### src/rtl/vga_sync_rx.sv
// VGA sync receiver: measures line/frame timing from HS/VS, tracks live position
// and reports lock once the measured timing repeats for LOCK_FRAMES frames.
module vga_sync_rx #(
    parameter int SYNC_ACTIVE_LOW = 1,
    parameter int LOCK_FRAMES     = 2
) (
    input  logic       m_clock,
    input  logic       p_reset,
    input  logic       pix_en,
    input  logic       hs_in,
    input  logic       vs_in,
    output logic [9:0] h_total,
    output logic [9:0] h_sync_w,
    output logic [9:0] v_total,
    output logic [9:0] v_sync_w,
    output logic [9:0] x,
    output logic [9:0] y,
    output logic       frame_pulse,
    output logic       locked,
    output logic       err
);

    localparam int unsigned CW = 10;
    localparam int unsigned MW = 4;
    localparam logic [CW-1:0] CNT_MAX = {CW{1'b1}};

    typedef enum logic [1:0] {
        SEARCH = 2'd0,
        TRACK  = 2'd1,
        LOCK   = 2'd2
    } lock_state_e;

    function automatic logic [CW-1:0] sat_inc(input logic [CW-1:0] v);
        return (v == CNT_MAX) ? CNT_MAX : v + CW'(1);
    endfunction

    lock_state_e   state;
    logic          hs_d;
    logic          vs_d;
    logic [CW-1:0] h_cnt;
    logic [CW-1:0] v_cnt;
    logic [CW-1:0] hs_w_cnt;
    logic [CW-1:0] vs_w_cnt;
    logic [CW-1:0] ref_h;
    logic [CW-1:0] ref_v;
    logic [MW-1:0] match_cnt;

    logic          hs_act_c;
    logic          vs_act_c;
    logic          hs_lead_c;
    logic          hs_trail_c;
    logic          vs_lead_c;
    logic          vs_trail_c;
    logic [CW-1:0] h_cnt_nxt_c;
    logic [CW-1:0] v_cnt_nxt_c;
    logic [CW-1:0] h_new_c;
    logic [CW-1:0] v_new_c;
    logic          sat_hit_c;
    logic          meas_eq_c;

    assign x = h_cnt;
    assign y = v_cnt;

    // Polarity normalisation, edge detection and next counter values
    always_comb begin
        hs_act_c    = (SYNC_ACTIVE_LOW != 0) ? ~hs_in : hs_in;
        vs_act_c    = (SYNC_ACTIVE_LOW != 0) ? ~vs_in : vs_in;
        hs_lead_c   = pix_en & hs_act_c & ~hs_d;
        hs_trail_c  = pix_en & ~hs_act_c & hs_d;
        vs_lead_c   = pix_en & vs_act_c & ~vs_d;
        vs_trail_c  = pix_en & ~vs_act_c & vs_d;

        h_cnt_nxt_c = hs_lead_c ? '0 : sat_inc(h_cnt);
        v_cnt_nxt_c = v_cnt;
        if (vs_lead_c) begin
            v_cnt_nxt_c = '0;
        end else if (hs_lead_c) begin
            v_cnt_nxt_c = sat_inc(v_cnt);
        end

        // A VS edge coincident with an HS edge closes the line in the same sample
        h_new_c   = hs_lead_c ? sat_inc(h_cnt) : h_total;
        v_new_c   = sat_inc(v_cnt);
        sat_hit_c = (h_cnt_nxt_c == CNT_MAX) || (v_cnt_nxt_c == CNT_MAX);
        meas_eq_c = (h_new_c == ref_h) && (v_new_c == ref_v);
    end

    always_ff @(posedge m_clock) begin
        if (!p_reset) begin
            state       <= SEARCH;
            hs_d        <= 1'b0;
            vs_d        <= 1'b0;
            h_cnt       <= '0;
            v_cnt       <= '0;
            hs_w_cnt    <= '0;
            vs_w_cnt    <= '0;
            ref_h       <= '0;
            ref_v       <= '0;
            match_cnt   <= '0;
            h_total     <= '0;
            h_sync_w    <= '0;
            v_total     <= '0;
            v_sync_w    <= '0;
            frame_pulse <= 1'b0;
            locked      <= 1'b0;
            err         <= 1'b0;
        end else begin
            frame_pulse <= vs_lead_c;
            if (pix_en) begin
                hs_d  <= hs_act_c;
                vs_d  <= vs_act_c;
                h_cnt <= h_cnt_nxt_c;
                v_cnt <= v_cnt_nxt_c;

                if (hs_lead_c) begin
                    h_total <= h_new_c;
                end
                if (vs_lead_c) begin
                    v_total <= v_new_c;
                end

                // Sync width measurement
                if (hs_lead_c) begin
                    hs_w_cnt <= CW'(1);
                end else if (hs_act_c) begin
                    hs_w_cnt <= sat_inc(hs_w_cnt);
                end
                if (hs_trail_c) begin
                    h_sync_w <= hs_w_cnt;
                end
                if (vs_lead_c) begin
                    vs_w_cnt <= hs_lead_c ? CW'(1) : '0;
                end else if (vs_act_c && hs_lead_c) begin
                    vs_w_cnt <= sat_inc(vs_w_cnt);
                end
                if (vs_trail_c) begin
                    v_sync_w <= vs_w_cnt;
                end

                // Lock tracking; counter saturation overrides everything
                if (sat_hit_c) begin
                    err    <= 1'b1;
                    state  <= SEARCH;
                    locked <= 1'b0;
                end else if (vs_lead_c) begin
                    case (state)
                        SEARCH: begin
                            ref_h     <= h_new_c;
                            ref_v     <= v_new_c;
                            match_cnt <= '0;
                            state     <= TRACK;
                            locked    <= 1'b0;
                        end
                        TRACK: begin
                            if (meas_eq_c) begin
                                match_cnt <= match_cnt + MW'(1);
                                if (match_cnt + MW'(1) == MW'(LOCK_FRAMES)) begin
                                    state  <= LOCK;
                                    locked <= 1'b1;
                                end
                            end else begin
                                ref_h     <= h_new_c;
                                ref_v     <= v_new_c;
                                match_cnt <= '0;
                            end
                        end
                        LOCK: begin
                            if (!meas_eq_c) begin
                                ref_h     <= h_new_c;
                                ref_v     <= v_new_c;
                                match_cnt <= '0;
                                state     <= TRACK;
                                locked    <= 1'b0;
                            end
                        end
                        default: begin
                            state  <= SEARCH;
                            locked <= 1'b0;
                        end
                    endcase
                end
            end
        end
    end

endmodule

### config.mk
export PLATFORM = sky130hd
export DESIGN_NAME = vga_sync_rx
export DESIGN_NICKNAME = d
export VERILOG_FILES = /design/src/rtl/vga_sync_rx.sv
export SDC_FILE = /design/constraint.sdc
export NUM_CORES = 1
export LEC_CHECK = 0
export ABC_CLOCK_PERIOD_IN_PS = 3300
export CORE_ASPECT_RATIO = 1.25
export CORE_MARGIN = 4
export CORE_UTILIZATION = 36
export DETAILED_ROUTE_END_ITERATION = 7
export GPL_TIMING_DRIVEN = 0
export PLACE_DENSITY = 0.59
export SLEW_MARGIN = 20
export SYNTH_ARGS = -nofsm -noshare
export SYNTH_HDL_FRONTEND = slang
export SYNTH_SLANG_ARGS = --single-unit
### constraint.sdc
create_clock -name m_clock -period 3.3 [get_ports m_clock]
set_input_delay 0.33 -clock m_clock [delete_from_list [all_inputs] [get_ports m_clock]]
set_output_delay 0.33 -clock m_clock [all_outputs]
set_load 0.01 [all_outputs]
==> out/qor.txt <==
========================================================================================
Status                                                                      finished, violations left
CTS Root Cell                                                               sky130_fd_sc_hd__clkbuf_16
Area share of the leading cell type in the synthesized netlist                     0.381
Fraction of final layout cells sized beyond drive strength 1                      0.0958
CTS tree                                                                            done
Total Negative Setup Slacks                                                   -0.0298 ns
Count of state elements after synthesis                                              111
Worst Hold Path Cells                                                                  2
Summed instance area of the synthesized netlist                             0.00584 sq mm
Routability cong.                                                                  0.897
Floorplan core area                                                         0.0158 sq mm
Required time of the critical path                                               3.60 ns
Int Power                                                                      0.00216 W
Clock sink count                                                                     111
Slew of the pin with the lowest slew margin                                     0.874 ns
Width of the die                                                                  122 um
Minimum setup slack in the final design                                       -0.0175 ns
Number of buffers inserted during clock tree synthesis                                 9
Final design area excluding fillers                                         0.00733 sq mm
Category of cells accounting for the largest share of critical-path delay   simple AND/OR/NAND/NOR gates
Crit. path cell count                                                                 10
Synth Instances                                                                      743
First-pass GRT wire length                                                       29.0 mm
Ys Warns                                                                               0
Maximum number of pins on one net before global-route repair                          21
Post-placement cell area                                                    0.00677 sq mm
Non-Filler Instances                                                                1037
Area leader, netlist                                                        sky130_fd_sc_hd__dfxtp_1
Share of total power in sequential cells                                           0.476
Clock latency reported for the late side of the worst-skew pair                  0.37 ns
Syn-to-layout area delta                                                           25.5%
Die area                                                                    0.0183 sq mm
Launch instance of the worst register-to-register path                      y[0]$_SDFFE_PN0P_
Number of distinct library cells after synthesis                                      61
CTS Hold Bufs                                                                          0
Slew Viols, Final                                                                      0
H-tree lvl count                                                                       3
Max Fanout on Critical Path                                                            3
Drt pass-1 iters                                                                       6
Unrepaired setup endpoints after global routing                                      yes
Final setup violation count                                                            3
Startpoint of the most critical hold path                                          vs_in
Overflow left after global routing                                                     0
Clock slew seen by the registers of the worst setup and hold paths               0.08 ns
Average wire length per cell after detail routing                                17.0 um
I/O pin count                                                                         68
Post-Syn Area per Cell                                                        7.86 sq um
Total via count after detailed routing                                              5697
Vias in the first global route                                                      5580
1st-iter DRT viols                                                                   339
WP data arrival                                                                  3.62 ns
Classification of the worst-slack hold path                                       in2reg
Number of cell rows                                                                   51
Async SR Flop Fraction                                                                 0
Commonest non-fill, non-tap cell in the layout                              sky130_fd_sc_hd__dfxtp_1
Worst setup timing slack at the placement stage                                 -1.17 ns
Worst setup path class                                                           reg2reg
Share of the clock period used by the worst path                                    1.01
Sw power                                                                      0.000756 W
Delay of the slowest critical-path stage                                         0.49 ns
Maximum clock rate                                                               301 MHz
Aggregate global-route resource usage                                              0.200
Peak supply drop                                                                  205 uV
Leak Pwr                                                                         2.62 nW
Final Hold Vio Count                                                                   0
Most Frequent Cell on Critical Path                                         sky130_fd_sc_hd__or4_4
Post-route clock skew                                                         0.00878 ns
Layout net count                                                                     836
Combinational group share of total power                                           0.098
CTS Buffer Depth                                                                       2
Violated checks                                                             negative setup slack
Synthesized Nets                                                                     759
Half-perimeter wire length of the detailed placement result                      12.8 mm
Die span in y                                                                     150 um
Final WL                                                                         17.6 mm
Placed Cells                                                                        1020
Maximum Capacitance Violations                                                         0
Sequential fraction of the synthesis area                                          0.381
Slowest library cell on the worst path                                      sky130_fd_sc_hd__or4_1
Startpoint of the worst setup timing path                                   y[0]$_SDFFE_PN0P_
Residual antenna-violating net count after detailed routing                            0
Combined buffer and inverter count along the critical path                             1
Commonest cells after routing, fill and taps aside                          sky130_fd_sc_hd__dfxtp_1 (103), sky130_fd_sc_hd__nor2_1 (85), sky130_fd_sc_hd__a21oi_1 (82), sky130_fd_sc_hd__nand2_1 (78), sky130_fd_sc_hd__clkdlybuf4s50_1 (64)
PD cells                                                                     397 mW/mm^2
Switching share of power                                                           0.260
CP Launch Type                                                                      flop
Antenna violations before repair                                                       0
Initial standard-cell utilization of the core                                      0.370
Leading post-synthesis cells by cell area                                   sky130_fd_sc_hd__dfxtp_1 (38%), sky130_fd_sc_hd__a21oi_1 (7.0%), sky130_fd_sc_hd__nor2_1 (5.6%)
Share of power burned in the clock network                                         0.426
Remaining DRCs                                                                         0
Number of antenna repair diodes                                                        0
Count of input and output buffers                                                     65
Clock period minus worst slack                                                   3.32 ns
Rel. slew slack                                                                    0.416
Post-synth top flop                                                         sky130_fd_sc_hd__dfxtp_1
Worst path cell trace                                                       buf_6, and3_4, nand3_4, and3_4, or4_1, or4_4, or4_4, or4_4, a22oi_4, mux2i_1
Detail-routed via count per cell                                                    5.49
Worst hold margin                                                               0.403 ns
FF-to-FF path depth                                                                   10
Category of the worst setup path capture point                                      flop
Number of flops mapped to enable cells by yosys                                        0
========================================================================================
[worst reg2reg max path, stage by stage, from the launching register on]
cell	delay, ns
sky130_fd_sc_hd__dfxtp_2	0.36
sky130_fd_sc_hd__buf_6	0.10
sky130_fd_sc_hd__and3_4	0.19
sky130_fd_sc_hd__nand3_4	0.08
sky130_fd_sc_hd__and3_4	0.19
sky130_fd_sc_hd__or4_1	0.49
sky130_fd_sc_hd__or4_4	0.49
sky130_fd_sc_hd__or4_4	0.45
sky130_fd_sc_hd__or4_4	0.45
sky130_fd_sc_hd__a22oi_4	0.25
sky130_fd_sc_hd__mux2i_1	0.20
[cell type report]
cell class | instances | area, sq um
flip-flops and latches | 111 | 2230
inverters | 15 | 56.3
plain buffers | 41 | 220
fillers | 1644 | 8430
clock buffers | 9 | 225
clock inverters | 7 | 114
well taps | 212 | 265
multi-input cells | 566 | 3480
repair buffers | 76 | 732
[cells in the mapped netlist (4+ instances only)]
master                     instances
sky130_fd_sc_hd__nor2_1           87
sky130_fd_sc_hd__xnor2_1          12
sky130_fd_sc_hd__o22ai_1           4
sky130_fd_sc_hd__nand2b_1         22
sky130_fd_sc_hd__nor3_1           24
sky130_fd_sc_hd__nand3_1          31
sky130_fd_sc_hd__inv_1            15
sky130_fd_sc_hd__a31oi_1          13
sky130_fd_sc_hd__a311oi_1          7
sky130_fd_sc_hd__a21oi_1          82
sky130_fd_sc_hd__nor2b_1           5
sky130_fd_sc_hd__nor4_1            4
sky130_fd_sc_hd__mux2i_1          21
sky130_fd_sc_hd__nand2_1          78
sky130_fd_sc_hd__and3_1           20
sky130_fd_sc_hd__clkbuf_1         43
sky130_fd_sc_hd__and2_1           13
sky130_fd_sc_hd__ha_1             11
sky130_fd_sc_hd__o31ai_1           6
sky130_fd_sc_hd__nand4_1          13
sky130_fd_sc_hd__o21ai_0          25
sky130_fd_sc_hd__a21o_1            6
sky130_fd_sc_hd__and4_1            6
sky130_fd_sc_hd__dfxtp_1         111
sky130_fd_sc_hd__a211oi_1         15
sky130_fd_sc_hd__xor2_1            9
[layer usage]
layer  wire [um]  GRT usage
met1        7720      0.247
met2        8600      0.342
met3         705     0.0282
met4         607     0.0970
met5           0          0
[power by group through the flow]
stage                     sequential (W)  combinational (W)  clock [W]
after floorplan                  0.00141           0.000162          0
after detailed placement         0.00141           0.000259          0
final                            0.00139           0.000285    0.00124
after CTS                        0.00139           0.000278    0.00127
after global placement           0.00141           0.000258          0
after global routing             0.00139           0.000313    0.00132
[path summary, 6_finish.rpt]
| check | to | slack, ns |
|---|---|---|
| min reg2reg | v_total[4]$_SDFFE_PN0P_ | 0.45 |
| max | state[1]$_SDFFE_PN0P_ | -0.02 |
| max reg2reg | state[1]$_SDFFE_PN0P_ | -0.02 |
| min | vs_d$_SDFFE_PN0P_ | 0.40 |
[repair_timing]
| item | in CTS | in global routing |
|---|---|---|
| gates resized for setup | 37 | 13 |
| pin swaps | 5 | 3 |
| buffers inserted | 8 | 3 |
| setup endpoints to repair | 26 | 23 |
| hold endpoints to repair | 0 | 0 |
[cell families after synthesis]
| kind of cell | share of synthesized area |
|---|---|
| flops | 0.381 |
| buf+inv | 0.0478 |
| mux | 0.0360 |
| xor+xnor | 0.0315 |
| fa+ha+maj | 0.0236 |
| compound gates | 0.194 |
| simple gates | 0.286 |
[per-stage QoR]
step                      utilization  power (W)
after floorplan                     -    0.00158
after global placement          0.429    0.00167
after detailed placement        0.429    0.00167
after CTS                       0.462    0.00293
after global routing            0.465    0.00302
final                           0.465    0.00291
Power figures use the tool's default switching activity.
